`src/rtl/shift_rows_pipe.sv`:
```
// Registered ShiftRows/InvShiftRows stage with a 2-entry skid buffer.
// Optional output-transfer counter port blk_count enabled by `define SHIFT_ROWS_CNT_EN.
module shift_rows_pipe #(
    parameter int DATA_WIDTH = 8,
    parameter int NB         = 4
) (
    input  logic                                   clk,
    input  logic                                   rst_n,
    input  logic                                   clr,
    input  logic                                   in_valid,
    output logic                                   in_ready,
    input  logic                                   in_inverse,
    input  logic [0:3][0:NB-1][DATA_WIDTH-1:0]     in_matrix,
    output logic                                   out_valid,
    input  logic                                   out_ready,
    output logic                                   out_inverse,
    output logic [0:3][0:NB-1][DATA_WIDTH-1:0]     out_matrix
`ifdef SHIFT_ROWS_CNT_EN
    ,
    output logic [31:0]                            blk_count
`endif
);

    // state | meaning
    // EMPTY | no entries held, out_valid low
    // ONE   | head holds one entry
    // FULL  | head and tail both hold entries, input stalled
    typedef enum logic [1:0] {
        EMPTY = 2'd0,
        ONE   = 2'd1,
        FULL  = 2'd2
    } state_t;

    typedef logic [0:3][0:NB-1][DATA_WIDTH-1:0] matrix_t;

    generate
        if (!(NB == 4 || NB == 6 || NB == 8)) begin : g_nb_check
            $error("shift_rows_pipe: NB must be 4, 6 or 8");
        end
    endgenerate

    // Rijndael row offsets; only the wide 8-column state spreads rows 2 and 3 further.
    function automatic int row_off(input int r);
        if (r == 0) return 0;
        if (r == 1) return 1;
        if (r == 2) return (NB == 8) ? 3 : 2;
        return (NB == 8) ? 4 : 3;
    endfunction

    state_t  state;
    matrix_t shifted;
    matrix_t head_q;
    matrix_t tail_q;
    logic    head_inv_q;
    logic    tail_inv_q;
    logic    in_ready_q;
    logic    out_valid_q;
    logic    in_fire;
    logic    out_fire;

    generate
        for (genvar r = 0; r < 4; r++) begin : g_row
            for (genvar c = 0; c < NB; c++) begin : g_col
                localparam int SRC_FWD = (c + row_off(r)) % NB;
                localparam int SRC_INV = (c - row_off(r) + NB) % NB;
                assign shifted[r][c] = in_inverse ? in_matrix[r][SRC_INV]
                                                  : in_matrix[r][SRC_FWD];
            end
        end
    endgenerate

    assign in_fire  = in_valid && in_ready_q;
    assign out_fire = out_valid_q && out_ready;

    // in_ready/out_valid are registered decodes of the next state, so no
    // combinational path exists from any input to the handshake outputs.
    always_ff @(posedge clk or negedge rst_n) begin
        if (!rst_n) begin
            state       <= EMPTY;
            head_q      <= '0;
            tail_q      <= '0;
            head_inv_q  <= 1'b0;
            tail_inv_q  <= 1'b0;
            in_ready_q  <= 1'b0;
            out_valid_q <= 1'b0;
        end else if (clr) begin
            state       <= EMPTY;
            in_ready_q  <= 1'b1;
            out_valid_q <= 1'b0;
        end else begin
            in_ready_q <= 1'b1;
            case (state)
                EMPTY: begin
                    if (in_fire) begin
                        head_q      <= shifted;
                        head_inv_q  <= in_inverse;
                        out_valid_q <= 1'b1;
                        state       <= ONE;
                    end
                end
                ONE: begin
                    if (in_fire && !out_fire) begin
                        tail_q     <= shifted;
                        tail_inv_q <= in_inverse;
                        in_ready_q <= 1'b0;
                        state      <= FULL;
                    end else if (!in_fire && out_fire) begin
                        out_valid_q <= 1'b0;
                        state       <= EMPTY;
                    end else if (in_fire && out_fire) begin
                        head_q     <= shifted;
                        head_inv_q <= in_inverse;
                    end
                end
                FULL: begin
                    if (out_fire) begin
                        head_q     <= tail_q;
                        head_inv_q <= tail_inv_q;
                        state      <= ONE;
                    end else begin
                        in_ready_q <= 1'b0;
                    end
                end
                default: begin
                    out_valid_q <= 1'b0;
                    state       <= EMPTY;
                end
            endcase
        end
    end

    assign in_ready    = in_ready_q;
    assign out_valid   = out_valid_q;
    assign out_matrix  = head_q;
    assign out_inverse = head_inv_q;

`ifdef SHIFT_ROWS_CNT_EN
    logic [31:0] blk_count_q;

    always_ff @(posedge clk or negedge rst_n) begin
        if (!rst_n) begin
            blk_count_q <= 32'd0;
        end else if (clr) begin
            blk_count_q <= 32'd0;
        end else if (out_fire) begin
            blk_count_q <= blk_count_q + 32'd1;
        end
    end

    assign blk_count = blk_count_q;
`endif

endmodule

```
`config.mk`:
```
export PLATFORM = sky130hd
export DESIGN_NAME = shift_rows_pipe
export DESIGN_NICKNAME = d
export VERILOG_FILES = /design/src/rtl/shift_rows_pipe.sv
export SDC_FILE = /design/constraint.sdc
export NUM_CORES = 1
export LEC_CHECK = 0
export BUFFER_PORTS_ARGS = -buffer_cell sky130_fd_sc_hd__buf_2
export CORE_MARGIN = 2
export CORE_UTILIZATION = 55
export CTS_BUF_LIST = sky130_fd_sc_hd__clkbuf_2
export DETAILED_ROUTE_END_ITERATION = 16
export PLACE_DENSITY_LB_ADDON = 0.25
export SLEW_MARGIN = 30
export SYNTH_ARGS = -nofsm -noshare
export SYNTH_HDL_FRONTEND = slang
export SYNTH_SLANG_ARGS = --single-unit
```
`constraint.sdc`:
```
create_clock -name clk -period 2.58 [get_ports clk]
set_clock_uncertainty 0.1 [all_clocks]
set_input_delay 0.129 -clock clk [delete_from_list [all_inputs] [get_ports clk]]
set_output_delay 0.129 -clock clk [all_outputs]
set_load 0.01 [all_outputs]
```
==> metrics <==
syn_nets=1082; Critical Path Start=state[1]; postcts setup bufs=0; post-route cell area=0.0168 mm²; GP Congestion=0.781; clock latency on the worst-skew pair=0.80 ns; worst r2r src=state[1]; post-route insts no fill=1798; CTS sink count=262; run status=finished, final reports clean; Hold Fails Final Rpt=0; worst hold slack=0.124 ns; actual slew at the worst max-slew pin=0.716 ns; CTS H-tree lvls=3; CP Cell Sequence=inv_1 > ha_1 > or4b_4 > buf_12 > mux2_4; max-cap viol count=0; Reg area=0.00656 mm²; global-route wire length before repair=53.3 mm; CTS root buffer=clkbuf_2; mean number of vias per cell=5.39; 1st-pass router iterations=5; post-synthesis cell area=0.0121 mm²; TritonCTS Buffers=69; Synth top area share=54.3%; via count=9691; fillers=1316; DP Cell Count=1435; final setup fails=0; drt drc=0; sw frac=34.4%; nets@finish=1619; grt ovf=0; Synth Area per Inst=12.8 µm²; NetSw=5.61 mW; vias in the first global route=10400; Worst EP required=3.11 ns; count leader, synth=dfrtp_1; DRT Wirelength=32.8 mm; Internal=10.7 mW; largest net degree at the start of global routing=159; die width=152 µm; Clock power frac=17.5%; initial antenna violation count=1; area of the core=0.0217 mm²; DP Area=0.0136 mm²; setup TNS=0 ns; average routed wire per standard cell=18.3 µm; antenna viol nets, final=0; CP Capture Type=flip-flop; Combinational Power Share=37.9%; layout cells sized above 1=42.5%; leakage power=8.03 nW; initial core utilization=55.6%; register area share after synthesis=54.3%; num rows=54; clock tree buffer depth=3; final period utilization=94.6%; Top Ports=265; IO buf count=264; Reg clk slew, reported paths=0.09 ns; CTS tree=yes; worst r2r path cells=5; Slew Limit Headroom=52.3%; EDFF count, synth=0; Main synth FF type=dfrtp_1; Crit path largest cell delay=0.53 ns; Worst Hold Class=input port to flip-flop; multi-input logic area=0.00518 mm²; Worst VDD drop=0.726 mV; Slew Limit Fails=0; Critical Path AT=2.97 ns; Unique masters post-synth=31; gr usage total=28.3%; die footprint=0.0231 mm²; Iter 0 DRT Violations=439; worst reg-to-reg setup slack=0.14 ns; Crit-path slowest cell=or4b_4; sequential fraction of design power=44.7%; Crit Path Max Fanout=149; Setup CP Type=flip-flop to flip-flop; CP Launch Type=flip-flop; DP Wirelength=16.7 mm; power per cell area=972 mW/mm²; f_max=410 MHz; area delta synth->final=39.3%; CP endpoint=tail_q[34]; Final min period=2.44 ns; Synth area leader=dfrtp_1; FF-to-FF End=tail_q[34]; Die H=152 µm; Synth Instances=943; Synth async-reset ratio=100%; warning count from the yosys run=0; Commonest cells post-synth=dfrtp_1, mux2_2, nand2_1; total power=16.3 mW; largest cells by area after synthesis=dfrtp_1, mux2_2, mux2_4; unrepaired setup endpoints after global routing=false; flops & latches, synth=262
stage by stage:
step	utilization (%)	setup slack (ns)
final	77.5	0.138
after global routing	77.5	0.0488
after CTS	77.3	0.118
after detailed placement	62.9	0.281
after global placement	62.9	0.346
after floorplan	-	0.263
what timing repair did:
action | in CTS | in global routing
resized for setup | 0 | 1
endpoints found under the hold margin | 522 | 0
endpoints found under the setup margin | 0 | 1
hold buffers | 253 | 0
power groups by stage:
stage               logic (mW)  clock network (mW)  registers, mW
finish                    6.18                2.85           7.29
global route              6.69                3.17           7.51
CTS                       6.06                2.93           7.19
detailed placement        5.71                   0           7.25
global placement          5.54                   0           7.17
floorplan                 3.25                   0           7.58
cells in the final DEF, fill, tap and decap left out, drive strengths merged, types with 2 or more instances in the layout:
cell type / n
a211oi: 3
a21oi: 2
nor2: 2
nor3: 2
o21ai: 129
bufinv: 2
dlygate4sd3: 252
dfrtp: 262
ha: 5
buf: 280
inv: 3
clkinv: 6
clkbuf: 100
nand2: 131
mux2i: 65
mux2: 259
per-layer routing:
metal | GRT usage (%) | vias up | wire length, µm
met5 | 0 | - | 0
met4 | 11.8 | 0 | 1060
met3 | 6.36 | 89 | 1710
met2 | 46.4 | 339 | 16200
met1 | 36.7 | 4836 | 13900
li1 | - | 4427 | -
worst max-delay path: cells and delay by family (launching register included):
kind	cells	cell delay, ns
multiplexers	1	0.40
adder cells (fa/ha/maj)	1	0.28
buffers and inverters	2	0.42
flip-flops	1	0.44
AND/OR/NAND/NOR	1	0.53
flip-flops by register name (all words and copies together) (netlist names):
name,flops
in_ready,1
out_inverse,1
out_matrix,128
out_valid,1
state,2
tail_inv_q,1
tail_q,128
logic make-up (layout without fill, tap and decap cells):
kind of cell               after synthesis  after routing  synth area share (%)
DFF                                    262            262                  54.3
xor gates and xnor gates                 1              1                0.0726
adders and majority gates                5              5                 0.518
muxes                                  324            324                  31.5
other                                    0              1                     0
AOI/OAI and AO/OA                      140            140                  6.01
and+or+nand+nor                        142            142                  4.64
buffers and inverters                   69            643                  2.93
how the worst min path moves through the flow:
stage,from,to,cells past startpoint
after floorplan,rst_n,in_ready,0
after global placement,rst_n,tail_q[49],1
after CTS,clr,state[0],3
after global routing,clr,state[0],3
after detailed placement,rst_n,out_matrix[49],1
final,clr,state[0],3
layout make-up:
| class | instances | area share (%) |
|---|---|---|
| diodes | 1 | 0.0149 |
| flip-flops and latches | 262 | 39.0 |
| multi-input cells | 612 | 30.8 |
| inverters | 2 | 0.0447 |
| well taps | 280 | 2.08 |
| clock buffers | 99 | 2.95 |
| repair buffers | 533 | 24.6 |
| clock inverters | 9 | 0.514 |
Power figures use the tool's default switching activity.
